==> src/rtl/lcd_text_arbiter_pkg.sv <==
// Shared types and constants for the LCD text arbiter.
//   arb_state_t     : arbiter FSM states
//   LCD_TEXT_BYTES  : characters per frame, two '\n' line markers included
//   FREQ_HZ         : system clock frequency; one second of cycles
//   onehot_to_idx   : index of the set bit of a one-hot vector (up to 8 bits)
package lcd_arb_pkg;

  typedef enum logic [1:0] {
    IDLE,
    SEND,
    WAIT,
    GAP
  } arb_state_t;

  localparam int unsigned LCD_TEXT_BYTES = 34;
  localparam int unsigned FREQ_HZ        = 50_000_000;

  function automatic logic [2:0] onehot_to_idx(input logic [7:0] oh);
    logic [2:0] idx;
    idx = '0;
    for (int unsigned i = 0; i < 8; i++) begin
      if (oh[i]) idx = 3'(i);
    end
    return idx;
  endfunction

endpackage

==> src/rtl/lcd_text_arbiter_if.sv <==
// Bundle between the request sources / LCD writer and the arbiter.
//   req      : per-requester level request, held until its ack
//   text_in  : packed frames, requester i at [i*TEXT_BYTES*8 +: TEXT_BYTES*8]
//   lcd_done : writer completion pulse
//   lcd_send : one-cycle writer start pulse
//   lcd_text : latched frame of the current owner
//   gnt      : one-hot owner, zero when idle
//   ack      : one-cycle completion pulse to the owner
//   err      : set with ack when the transfer timed out
//   busy     : arbiter not idle
// master = request sources and writer side, slave = arbiter side.
interface lcd_arb_if import lcd_arb_pkg::*; #(
  parameter int unsigned N_REQ      = 4,
  parameter int unsigned TEXT_BYTES = LCD_TEXT_BYTES
);

  logic [N_REQ-1:0]              req;
  logic [N_REQ*TEXT_BYTES*8-1:0] text_in;
  logic                          lcd_done;
  logic                          lcd_send;
  logic [TEXT_BYTES*8-1:0]       lcd_text;
  logic [N_REQ-1:0]              gnt;
  logic [N_REQ-1:0]              ack;
  logic                          err;
  logic                          busy;

  modport master (
    output req, text_in, lcd_done,
    input  lcd_send, lcd_text, gnt, ack, err, busy
  );

  modport slave (
    input  req, text_in, lcd_done,
    output lcd_send, lcd_text, gnt, ack, err, busy
  );

endinterface

==> src/rtl/lcd_text_arbiter_rr_pick.sv <==
// Combinational round-robin picker.
//   req : request vector
//   ptr : highest-priority index this round
//   win : one-hot winner, first set request at or above ptr, wrapping
//   any : at least one request present
module rr_pick #(
  parameter int unsigned N_REQ = 4,
  localparam int unsigned PW   = $clog2(N_REQ)
) (
  input  logic [N_REQ-1:0] req,
  input  logic [PW-1:0]    ptr,
  output logic [N_REQ-1:0] win,
  output logic             any
);

  logic [PW-1:0] idx;
  logic          found;

  always_comb begin
    win   = '0;
    idx   = '0;
    found = 1'b0;
    for (int unsigned k = 0; k < N_REQ; k++) begin
      idx = PW'((32'(ptr) + k) % N_REQ);
      if (!found && req[idx]) begin
        win[idx] = 1'b1;
        found    = 1'b1;
      end
    end
  end

  assign any = |req;

endmodule

==> src/rtl/lcd_text_arbiter.sv <==
// Shares one LCD text writer between N_REQ requesters.
// Picks a requester round-robin, latches its frame, pulses lcd_send, then waits
// for lcd_done or a timeout, acknowledges the owner and holds off for GAP_CYC
// cycles before the next grant. All outputs are registered.
//   CLK     : system clock
//   reset_n : synchronous active-low reset
//   bus     : lcd_arb_if slave (requests, frames, writer handshake, status)
module lcd_text_arbiter import lcd_arb_pkg::*; #(
  parameter int unsigned N_REQ       = 4,
  parameter int unsigned TEXT_BYTES  = LCD_TEXT_BYTES,
  parameter int unsigned TIMEOUT_CYC = FREQ_HZ,
  parameter int unsigned GAP_CYC     = 1000
) (
  input logic   CLK,
  input logic   reset_n,
  lcd_arb_if.slave bus
);

  localparam int unsigned FW = TEXT_BYTES * 8;
  localparam int unsigned PW = $clog2(N_REQ);
  localparam int unsigned TW = $clog2(TIMEOUT_CYC);
  localparam int unsigned GW = $clog2(GAP_CYC + 1);

  arb_state_t       state_q, state_d;
  logic [PW-1:0]    ptr_q, ptr_d;
  logic [PW-1:0]    owner_q, owner_d;
  logic [N_REQ-1:0] gnt_q, gnt_d;
  logic [N_REQ-1:0] ack_q, ack_d;
  logic             err_q, err_d;
  logic             send_q, send_d;
  logic             busy_q, busy_d;
  logic [FW-1:0]    text_q, text_d;
  logic [TW-1:0]    tmo_q, tmo_d;
  logic [GW-1:0]    gap_q, gap_d;

  logic [N_REQ-1:0] win;
  logic             any_req;

  rr_pick #(
    .N_REQ(N_REQ)
  ) u_pick (
    .req(bus.req),
    .ptr(ptr_q),
    .win(win),
    .any(any_req)
  );

  always_comb begin
    state_d = state_q;
    ptr_d   = ptr_q;
    owner_d = owner_q;
    gnt_d   = gnt_q;
    ack_d   = '0;
    err_d   = 1'b0;
    send_d  = 1'b0;
    text_d  = text_q;
    tmo_d   = tmo_q;
    gap_d   = gap_q;

    unique case (state_q)
      IDLE: begin
        if (any_req) begin
          owner_d = PW'(onehot_to_idx(8'(win)));
          gnt_d   = win;
          send_d  = 1'b1;
          state_d = SEND;
          for (int unsigned i = 0; i < N_REQ; i++) begin
            if (win[i]) text_d = bus.text_in[i*FW +: FW];
          end
        end
      end
      SEND: begin
        // lcd_done in this cycle belongs to no transfer of ours
        tmo_d   = '0;
        state_d = WAIT;
      end
      WAIT: begin
        // Completion wins over a coinciding timeout
        if (bus.lcd_done || (tmo_q == TW'(TIMEOUT_CYC - 1))) begin
          ack_d   = gnt_q;
          err_d   = !bus.lcd_done;
          gnt_d   = '0;
          ptr_d   = (owner_q == PW'(N_REQ - 1)) ? '0 : owner_q + 1'b1;
          gap_d   = '0;
          state_d = GAP;
        end else begin
          tmo_d = tmo_q + 1'b1;
        end
      end
      GAP: begin
        if (gap_q == GW'(GAP_CYC - 1)) begin
          state_d = IDLE;
        end else begin
          gap_d = gap_q + 1'b1;
        end
      end
      default: state_d = IDLE;
    endcase

    busy_d = (state_d != IDLE);
  end

  always_ff @(posedge CLK) begin
    if (!reset_n) begin
      state_q <= IDLE;
      ptr_q   <= '0;
      owner_q <= '0;
      gnt_q   <= '0;
      ack_q   <= '0;
      err_q   <= 1'b0;
      send_q  <= 1'b0;
      busy_q  <= 1'b0;
      text_q  <= '0;
      tmo_q   <= '0;
      gap_q   <= '0;
    end else begin
      state_q <= state_d;
      ptr_q   <= ptr_d;
      owner_q <= owner_d;
      gnt_q   <= gnt_d;
      ack_q   <= ack_d;
      err_q   <= err_d;
      send_q  <= send_d;
      busy_q  <= busy_d;
      text_q  <= text_d;
      tmo_q   <= tmo_d;
      gap_q   <= gap_d;
    end
  end

  assign bus.lcd_send = send_q;
  assign bus.lcd_text = text_q;
  assign bus.gnt      = gnt_q;
  assign bus.ack      = ack_q;
  assign bus.err      = err_q;
  assign bus.busy     = busy_q;

endmodule

==> src/flat_wrapper.sv <==
// flat-port wrapper written by rule: the top's interface ports become plain ports
module lcd_text_arbiter_flat import lcd_arb_pkg::*;
#(
  parameter int unsigned N_REQ       = 4,
  parameter int unsigned TEXT_BYTES  = LCD_TEXT_BYTES,
  parameter int unsigned TIMEOUT_CYC = FREQ_HZ,
  parameter int unsigned GAP_CYC     = 1000
)
  (CLK, reset_n, bus_req, bus_text_in, bus_lcd_done, bus_lcd_send, bus_lcd_text, bus_gnt, bus_ack, bus_err, bus_busy);
  lcd_arb_if #(.N_REQ(N_REQ), .TEXT_BYTES(TEXT_BYTES)) bus_i ();
  input logic CLK;
  input logic reset_n;
  input wire logic [$bits(bus_i.req)-1:0] bus_req;
  input wire logic [$bits(bus_i.text_in)-1:0] bus_text_in;
  input wire logic [$bits(bus_i.lcd_done)-1:0] bus_lcd_done;
  output wire logic [$bits(bus_i.lcd_send)-1:0] bus_lcd_send;
  output wire logic [$bits(bus_i.lcd_text)-1:0] bus_lcd_text;
  output wire logic [$bits(bus_i.gnt)-1:0] bus_gnt;
  output wire logic [$bits(bus_i.ack)-1:0] bus_ack;
  output wire logic [$bits(bus_i.err)-1:0] bus_err;
  output wire logic [$bits(bus_i.busy)-1:0] bus_busy;
  assign bus_i.req = bus_req;
  assign bus_i.text_in = bus_text_in;
  assign bus_i.lcd_done = bus_lcd_done;
  assign bus_lcd_send = bus_i.lcd_send;
  assign bus_lcd_text = bus_i.lcd_text;
  assign bus_gnt = bus_i.gnt;
  assign bus_ack = bus_i.ack;
  assign bus_err = bus_i.err;
  assign bus_busy = bus_i.busy;
  lcd_text_arbiter #(.N_REQ(N_REQ), .TEXT_BYTES(TEXT_BYTES), .TIMEOUT_CYC(TIMEOUT_CYC), .GAP_CYC(GAP_CYC)) u_core (.CLK(CLK), .reset_n(reset_n), .bus(bus_i));
endmodule
==> config.mk <==
export PLATFORM = sky130hd
export DESIGN_NAME = lcd_text_arbiter_flat
export DESIGN_NICKNAME = d
export VERILOG_FILES = /design/src/rtl/lcd_text_arbiter_pkg.sv /design/src/rtl/lcd_text_arbiter_if.sv /design/src/rtl/lcd_text_arbiter_rr_pick.sv /design/src/rtl/lcd_text_arbiter.sv /design/src/flat_wrapper.sv
export SDC_FILE = /design/constraint.sdc
export NUM_CORES = 1
export LEC_CHECK = 0
export ABC_AREA = 1
export BUFFER_PORTS_ARGS = -buffer_cell sky130_fd_sc_hd__buf_2
export CAP_MARGIN = 20
export CORE_AREA = 2 2 538 540
export CTS_BUF_LIST = sky130_fd_sc_hd__clkbuf_8
export DETAILED_ROUTE_END_ITERATION = 12
export DIE_AREA = 0 0 540 542
export PLACE_DENSITY = 0.3
export REMOVE_ABC_BUFFERS = 1
export SLEW_MARGIN = 40
export SYNTH_ARGS = -nofsm -noshare
export SYNTH_HDL_FRONTEND = slang
export SYNTH_HIERARCHICAL = 1
export SYNTH_SLANG_ARGS = --single-unit
==> constraint.sdc <==
create_clock -name CLK -period 3.65 [get_ports CLK]
set_clock_uncertainty 0.1 [all_clocks]
set_input_delay 0.1825 -clock CLK [delete_from_list [all_inputs] [get_ports CLK]]
set_output_delay 0.1825 -clock CLK [all_outputs]
set_load 0.02 [all_outputs]
==> impl_metrics.tcl <==
set metrics [dict create \
    worstSetupPathType "flip-flop to flip-flop" \
    required_ns 4.26 \
    place_congestion 0.956 \
    setup_tns_ns 0 \
    port_buffers 1377 \
    ys.flop_type "dfxtp_1" \
    worst_slew_pin_slew_ns 0.916 \
    synth-edff-count 0 \
    die_area_um2 293000 \
    status "finished, final reports clean" \
    setup_viol 0 \
    cts_made_buffers 83 \
    ios 1378 \
    maxCapViolCount 0 \
    grt_usage_pct 15.0 \
    first_global_vias 32569 \
    grt_first_pass_wirelength_um 297000 \
    yosys_register_bits 325 \
    coreArea_um2 287000 \
    stdcell_count 9221 \
    setup_ws_ns 0.111 \
    syn_area_per_cell_um2 6.64 \
    vias 32673 \
    placedCellCount 8056 \
    synth.area.top_cells "dfxtp_1, o21ai_0, nor2_1" \
    ctsHtreeMaxLevel 3 \
    whs_ns 0.103 \
    start_util_pct 6.85 \
    cts_tree "done" \
    holdCritPathClass "input port to flip-flop" \
    peakVddDrop_mv 0.244 \
    syn_to_final_growth_pct 123 \
    leakage_nw 18.3 \
    core.rowCount 197 \
    drive_above_1_share_pct 32.3 \
    min-delay-start "bus_text_in[595]" \
    placed_area_um2 32200 \
    final_cell_mix "buf_2, dlygate4sd3_1, nor2_1" \
    ant_nets 0 \
    yosysWarningCount 6 \
    power_mw 26.1 \
    synthArstFlopShare_pct 0 \
    ys_seq_area_share_pct 33.1 \
    die_y_um 542 \
    synth_top_cell_area_share_pct 33.1 \
    synth_area_leader_cell "dfxtp_1" \
    die_w_um 540 \
    final_util_pct 15.3 \
    p_switching_mw 12.9 \
    power_frac_comb_pct 60.4 \
    worstSetupStartpoint "u_core/ptr_q[1]" \
    drc_errors 0 \
    synth.distinct_cells 35 \
    antenna_found_initial 229 \
    path_clk_slew_ns 0.06 \
    dpl.hpwl_um 196000 \
    final_cell_area_um2 43800 \
    p_int_mw 13.2 \
    rr_startpoint "u_core/ptr_q[1]" \
    relSlewSlack_pct 38.9 \
    min_period_over_period_pct 97.0 \
    preCtsSetupSlack_ns 0.176 \
    wl_per_cell_um 25.3 \
    switching_share_pct 49.3 \
    p_per_area_nw_per_um2 596 \
    p_clk_share_pct 18.0 \
    endpoint_kind "flip-flop" \
    hold_viol_final 0 \
    arrival_ns 4.15 \
    layout.nets 6423 \
    clockRootBuffer "clkbuf_8" \
    start_kind "flip-flop" \
    synthCells 2960 \
    drv_slew 0 \
    drt_iter0_drc 2223 \
    via_per_inst 3.54 \
    cts_sinks 325 \
    grt_max_degree 64 \
    path_max_fanout 24 \
    syn_area_um2 19700 \
    wirelength_um 234000 \
    clk_path_buf_depth 4 \
    first_pass_iters 6 \
    layout_commonest_cell "buf_2" \
    clk-insertion-delay-late_ns 0.89 \
    grt_overflow 0 \
    seqPwrFrac_pct 21.6 \
    max_freq_mhz 283 \
    fin_crit_ns 3.54 \
]
layout make-up:
type,instances,area [µm²]
sequential,325,6510
timing repair buffer,2526,18600
fill,33258,243000
antenna,67,168
inverter,334,1270
tap,3781,4730
clock buffer,99,1360
multi-input combinational,2049,10900
clock inverter,40,206
state kept, by name (all words and copies together), names as in the netlist:
register,count
u_core/gap_q,10
u_core/state_q,2
u_core/tmo_q,26
u_core/owner_q,2
u_core/bus.err,1
u_core/ptr_q,2
u_core/bus.gnt,4
u_core/bus.lcd_send,1
u_core/bus.lcd_text,272
u_core/bus.busy,1
u_core/bus.ack,4
power groups by stage:
| stage | sequential [mW] | clock (mW) | combinational, mW |
|---|---|---|---|
| after global placement | 5.70 | 0 | 13.9 |
| after floorplan | 7.06 | 0 | 6.26 |
| after global routing | 5.79 | 5.11 | 17.1 |
| after detailed placement | 5.68 | 0 | 13.8 |
| after CTS | 5.65 | 5.01 | 15.5 |
| final | 5.64 | 4.71 | 15.8 |
worst paths after layout:
kind | depth (start not counted) | slack, ns | endpoint
min | 6 | 0.10 | u_core/bus.lcd_text[51]
min reg2reg | 2 | 0.35 | u_core/bus.lcd_text[222]
max reg2reg | 19 | 0.11 | u_core/bus.lcd_text[177]
max | 19 | 0.11 | u_core/bus.lcd_text[177]
kinds of logic after synthesis:
group | Yosys count | share of synthesized area, %
AOI/OAI and AO/OA | 1137 | 36.2
xor gates and xnor gates | 7 | 0.312
adders and majority gates | 9 | 0.573
buffers and inverters | 586 | 11.8
DFF | 325 | 33.1
and+or+nand+nor | 896 | 18.0
what timing repair did:
item	in CTS	in global routing
setup buffers	0	14
hold buffers	939	0
setup endpoints to repair	0	133
endpoints found under the hold margin	313	0
resized for setup	0	32
worst max-delay path, cell delays in order, from the launching register on:
cell,delay (ns)
dfxtp_1,0.34
inv_2,0.08
ha_4,0.29
inv_1,0.06
nand3_1,0.10
nand2_2,0.08
nand2_4,0.09
inv_2,0.05
nand3_1,0.08
nand3_2,0.13
inv_2,0.11
nor2_4,0.05
buf_12,0.13
buf_16,0.15
buf_12,0.22
a22oi_1,0.36
o21ai_0,0.14
dlygate4sd3_1,0.58
nor2_1,0.09
a211oi_1,0.05
synth_stat cells (9+ instances only):
cell type	number
dfxtp_1	325
clkbuf_1	159
nor3_1	10
nand2_1	165
a21oi_1	33
nor2_1	632
inv_1	328
a22oi_1	272
ha_1	9
a211oi_2	10
o21ai_0	554
buf_2	91
a211oi_1	262
nand3_1	65
routing by layer:
metal	track usage [%]	share of wire, %
met5	0	0.30
met3	5.16	9.0
met2	24.1	44
met4	3.58	2.7
met1	19.1	44
No activity file was read; power rests on OpenSTA's default activity.
